--- config.mk ---
export PLATFORM = sky130hd
export DESIGN_NAME = key_filter_multi
export DESIGN_NICKNAME = d
export VERILOG_FILES = /design/src/rtl/key_filter_multi.sv
export SDC_FILE = /design/constraint.sdc
export NUM_CORES = 1
export LEC_CHECK = 0
export CORE_MARGIN = 2
export CORE_UTILIZATION = 34
export CTS_CLUSTER_DIAMETER = 80
export CTS_CLUSTER_SIZE = 14
export DETAILED_ROUTE_END_ITERATION = 8
export MAX_ROUTING_LAYER = met4
export PLACE_DENSITY_LB_ADDON = 0.25
export SETUP_SLACK_MARGIN = 0.2
export SLEW_MARGIN = 20
export SYNTH_ARGS = -nofsm -noshare
export SYNTH_HDL_FRONTEND = slang
export SYNTH_SLANG_ARGS = --single-unit
--- constraint.sdc ---
create_clock -name sys_clk -period 3.3 [get_ports sys_clk]
set_input_delay 0.66 -clock sys_clk [delete_from_list [all_inputs] [get_ports sys_clk]]
set_output_delay 0.66 -clock sys_clk [all_outputs]
set_load 0.03 [all_outputs]
--- src/rtl/key_filter_multi.sv ---
// key_filter_multi: multi-channel push-button debouncer.
// Each channel synchronises an active-low raw key, debounces press and
// release over a stable-sample window, and reports a debounced level plus
// one-cycle press, release and long-press pulses. All outputs are registered.
module key_filter_multi #(
  parameter int KEY_NUM      = 4,
  parameter int CNT_MAX_20MS = 999_999,
  parameter int CNT_MAX_LONG = 49_999_999
) (
  input  logic               sys_clk,
  input  logic               sys_rst_n,
  input  logic [KEY_NUM-1:0] key_in,
  output logic [KEY_NUM-1:0] key_state,
  output logic [KEY_NUM-1:0] key_press,
  output logic [KEY_NUM-1:0] key_release,
  output logic [KEY_NUM-1:0] key_long
);

  localparam int DEB_W  = $clog2(CNT_MAX_20MS + 1);
  localparam int LONG_W = $clog2(CNT_MAX_LONG + 1);

  // Last count of the debounce window; reaching it with a mismatch accepts the new level.
  localparam logic [DEB_W-1:0]  DEB_LAST  = DEB_W'(CNT_MAX_20MS - 1);
  localparam logic [DEB_W-1:0]  DEB_ONE   = DEB_W'(1);
  // Saturation value of the hold counter and the count just before it.
  localparam logic [LONG_W-1:0] LONG_MAX  = LONG_W'(CNT_MAX_LONG);
  localparam logic [LONG_W-1:0] LONG_LAST = LONG_W'(CNT_MAX_LONG - 1);
  localparam logic [LONG_W-1:0] LONG_ONE  = LONG_W'(1);

  for (genvar g = 0; g < KEY_NUM; g++) begin : g_chan
    logic              sync_q1;
    logic              sync_q2;
    logic              key_sync;
    logic [DEB_W-1:0]  deb_cnt;
    logic              state_q;
    logic              press_q;
    logic              release_q;
    logic [LONG_W-1:0] long_cnt;
    logic              long_q;

    // Two-flop synchroniser; flops idle at 1 so a reset channel reads as released.
    always_ff @(posedge sys_clk or negedge sys_rst_n) begin
      if (!sys_rst_n) begin
        sync_q1 <= 1'b1;
        sync_q2 <= 1'b1;
      end else begin
        sync_q1 <= key_in[g];
        sync_q2 <= sync_q1;
      end
    end

    assign key_sync = ~sync_q2;

    // Debounce: a mismatch must survive the whole window before the level flips.
    always_ff @(posedge sys_clk or negedge sys_rst_n) begin
      if (!sys_rst_n) begin
        deb_cnt   <= '0;
        state_q   <= 1'b0;
        press_q   <= 1'b0;
        release_q <= 1'b0;
      end else begin
        press_q   <= 1'b0;
        release_q <= 1'b0;
        if (key_sync == state_q) begin
          deb_cnt <= '0;
        end else if (deb_cnt == DEB_LAST) begin
          deb_cnt   <= '0;
          state_q   <= key_sync;
          press_q   <= key_sync;
          release_q <= ~key_sync;
        end else begin
          deb_cnt <= deb_cnt + DEB_ONE;
        end
      end
    end

    // Hold timer: counts while pressed, saturates, and fires once on reaching the limit.
    always_ff @(posedge sys_clk or negedge sys_rst_n) begin
      if (!sys_rst_n) begin
        long_cnt <= '0;
        long_q   <= 1'b0;
      end else begin
        long_q <= 1'b0;
        if (!state_q) begin
          long_cnt <= '0;
        end else if (long_cnt < LONG_MAX) begin
          long_cnt <= long_cnt + LONG_ONE;
          long_q   <= (long_cnt == LONG_LAST);
        end
      end
    end

    assign key_state[g]   = state_q;
    assign key_press[g]   = press_q;
    assign key_release[g] = release_q;
    assign key_long[g]    = long_q;
  end

endmodule

==> run_results.csv <==
group,metric,value,unit
synth,synthTopCellsByArea,"dfrtp_1 (48%), xor2_1 (7.0%), nor2_1 (6.3%)",
power,pwr-share-seq,53.3,%
synth,ys_warn_count,0,
cells_and_area,instances_no_fill,1502,
setup_path,critPathSlowestCell,"clkdlybuf4s50_1",
floorplan,die_area,0.0322,mm²
placement,dp.cells,1469,
timing,fin_crit_sh,77.2,%
setup_path,r2r_start,"g_chan[3].long_cnt[16]$_DFFE_PN0P_",
clocking,htreeDepth,1,
power,comb_power_share,2.2,%
global_routing,grt_pass1_vias,7575,
cells_and_area,utilization,38.1,%
power,p_int,3.83,mW
setup_path,crit_family,"buffers and inverters",
drt,drcViolationCount,0,
setup_path,crit-reg2reg-capture,"g_chan[3].long_cnt[3]$_DFFE_PN0P_",
timing,final-max-slew-violation-count,0,
synth,ys_async_sr_fraction,100,%
power,peakVddDrop,0.280,mV
timing,setup_viol,0,
power,p_sw,1.03,mW
clocking,clk_pin_slew,0.07,ns
floorplan,core_area,0.0305,mm²
clocking,cts_made_buffers,19,
synth,synthCells,1090,
synth,yosysTopAreaCell,"dfrtp_1",
synth,yosysTopAreaCellShare,47.7,%
drt,drt-wirelength-per-cell,13.4,µm
synth,seq_area_frac_synth,49.8,%
timing,rsz0062_at_grt,"no",
setup_path,crit_arrival,1.89,ns
clocking,cts_root_buffer,"clkbuf_16",
timing,clock-skew-final,0.0121,ns
clocking,cts_resized,0,
floorplan,num_io_pins,22,
synth,syn_area_per_cell,9.62,µm²
setup_path,r2r_cells,6,
setup_path,required,2.64,ns
drt,dr_total_vias,7535,
power,power_frac_clock,44.5,%
timing,hold_violations,0,
job,max_cap_viol_count,0,
setup_path,startpoint_type,"flop",
cells_and_area,num_antenna_cells,0,
floorplan,rows,64,
setup_path,slowest_delay,0.76,ns
clocking,cts.sinks,208,
worst_hold_path,hold_class,"in2async",
timing,max_freq,393,MHz
power,power_density,418,mW/mm²
timing,tightest_slew,0.780,ns
floorplan,die_w,180,µm
synth,post-synth-top-count-cell,"dfrtp_1",
clocking,cts_buffer_depth,3,
global_routing,grt_max_degree,85,
floorplan,initial_core_util,34.4,%
synth,synth_seq_cells,208,
cells_and_area,areaGrowthSynthToFinish,10.9,%
global_routing,gr-total-overflow,0,
clocking,post_cts_buffers,0,
drt,drt_pass1_iterations,4,
drt,postRouteAntennaNets,0,
synth,synth_edf_count,0,
setup_path,critPathCaptureType,"output pin",
synth,netlist_area,0.0105,mm²
clocking,ctsHoldBuffers,0,
setup_path,crit_path_cell_trace,"clkdlybuf4s50_1",
setup_path,r2r_slack,0.76,ns
cells_and_area,final_layout_size_suffix_gt1_share,4.61,%
cells_and_area,nNetsFinal,1116,
timing,setup_tns,0,ns
setup_path,crit_fanout,10,
setup_path,critPathBufInv,1,
drt,dr.first_iter.drc_count,370,
floorplan,die_y,180,µm
global_routing,antenna_found_initial,0,
synth,synth-main-ff-cell,"dfrtp_1",
synth,syn-num-nets,1112,
drt,drt-total-wl,20100,µm
global_routing,grt_usage,13.2,%
drt,vias_per_cell,5.02,
outcome,status,"finished clean",
cells_and_area,fillers,2955,
power,p_sw_share,21.2,%
power,leakage,4.59,nW
clocking,cts_tree,"built",
timing,slew_headroom,48.0,%
synth,synthTopCellsByCount,"dfrtp_1 (200), nor2_1 (177), nand2_1 (93)",
setup_path,criticalPathCategory,"reg2out",
synth,synth.distinct_cells,58,
placement,port_buffers,21,
global_routing,grt_pass1_wl,36400,µm
placement,dpl.hpwl,13000,µm
placement,place.gp.congestion,0.797,
clocking,insertion_delay,0.49,ns
timing,layout_min_cycle_time,2.55,ns
[how the worst max path moves through the flow]
stage                                             startpoint  depth (start not counted)  slack (ns)                           endpoint
after floorplan           g_chan[3].long_cnt[18]$_DFFE_PN0P_                          7        1.22  g_chan[3].long_cnt[5]$_DFFE_PN0P_
after global placement    g_chan[3].long_cnt[16]$_DFFE_PN0P_                          6        0.81  g_chan[3].long_cnt[3]$_DFFE_PN0P_
after detailed placement  g_chan[3].long_cnt[18]$_DFFE_PN0P_                          6        0.80  g_chan[3].long_cnt[3]$_DFFE_PN0P_
after CTS                      g_chan[2].state_q$_DFFE_PN0P_                          1        0.70                       key_state[2]
after global routing      g_chan[3].long_cnt[16]$_DFFE_PN0P_                          6        0.55  g_chan[3].long_cnt[3]$_DFFE_PN0P_
final                          g_chan[2].state_q$_DFFE_PN0P_                          1        0.75                       key_state[2]
[kinds of logic (layout without fill, tap and decap cells)]
kind of cell	count (synthesis)	in the layout	synth area share, %
simple gates	565	565	27.2
flops	208	208	49.8
xor+xnor	141	141	11.8
compound gates	90	90	6.05
buf+inv	68	84	3.13
fa+ha+maj	16	16	1.91
mux	2	2	0.191
[final cells by class]
type	instances	area [µm²]	share of cell area (%)
clock buffer	29	513	4.41
clock inverter	4	72.6	0.624
inverter	21	78.8	0.678
multi-input combinational	814	4940	42.5
sequential	208	5220	44.9
tap	396	495	4.26
timing repair buffer	30	308	2.65
[state kept, by name (all words and copies together), names as in the netlist]
register / cells
g_chan.deb_cnt: 80
g_chan.long_cnt: 104
g_chan.long_q: 4
g_chan.press_q: 4
g_chan.release_q: 4
g_chan.state_q: 4
g_chan.sync_q1: 4
g_chan.sync_q2: 4
[power groups by stage]
stage | logic (mW) | clock network [mW] | registers [mW]
2_1_floorplan | 0.0372 | 0 | 2.63
3_3_place_gp | 0.113 | 0 | 2.64
3_5_place_dp | 0.114 | 0 | 2.64
4_1_cts | 0.114 | 2.26 | 2.59
5_1_grt | 0.128 | 2.38 | 2.59
6_report | 0.107 | 2.16 | 2.59
[per-stage QoR]
step | area, µm² | power, mW | setup slack (ns) | hold slack (ns)
after floorplan | 10500 | 2.67 | 1.22 | 0.345
after global placement | 11000 | 2.75 | 0.806 | 0.345
after detailed placement | 11000 | 2.75 | 0.800 | 0.347
after CTS | 11600 | 4.96 | 0.698 | 0.200
after global routing | 11600 | 5.10 | 0.553 | 0.231
final | 11600 | 4.86 | 0.753 | 0.169
[placed cells by master (no fill, tap or decap), drive strengths merged, types with 6 or more instances in the layout]
master	count
nand2b	7
nand3	72
and3	39
or4	11
clkbuf	29
nor4	24
clkdlybuf4s50	20
or3	16
a21oi	27
nand2	93
inv	21
xnor2	57
nand4	50
and4	17
and2	6
dfstp	8
xor2	84
nor3	34
ha	16
o21ai	21
o31ai	12
nor2	177
buf	10
dfrtp	200
nand4b	6
[metal layers]
layer / GRT usage [%] / vias to the layer above / share of wire, %
met1: 18.4 / 3629 / 50
met2: 20.7 / 83 / 45
met3: 1.58 / 28 / 2.9
met4: 3.41 / 0 / 1.8
met5: - / - / 0
li1: - / 3795 / -
(Power assumes the default switching activity.)
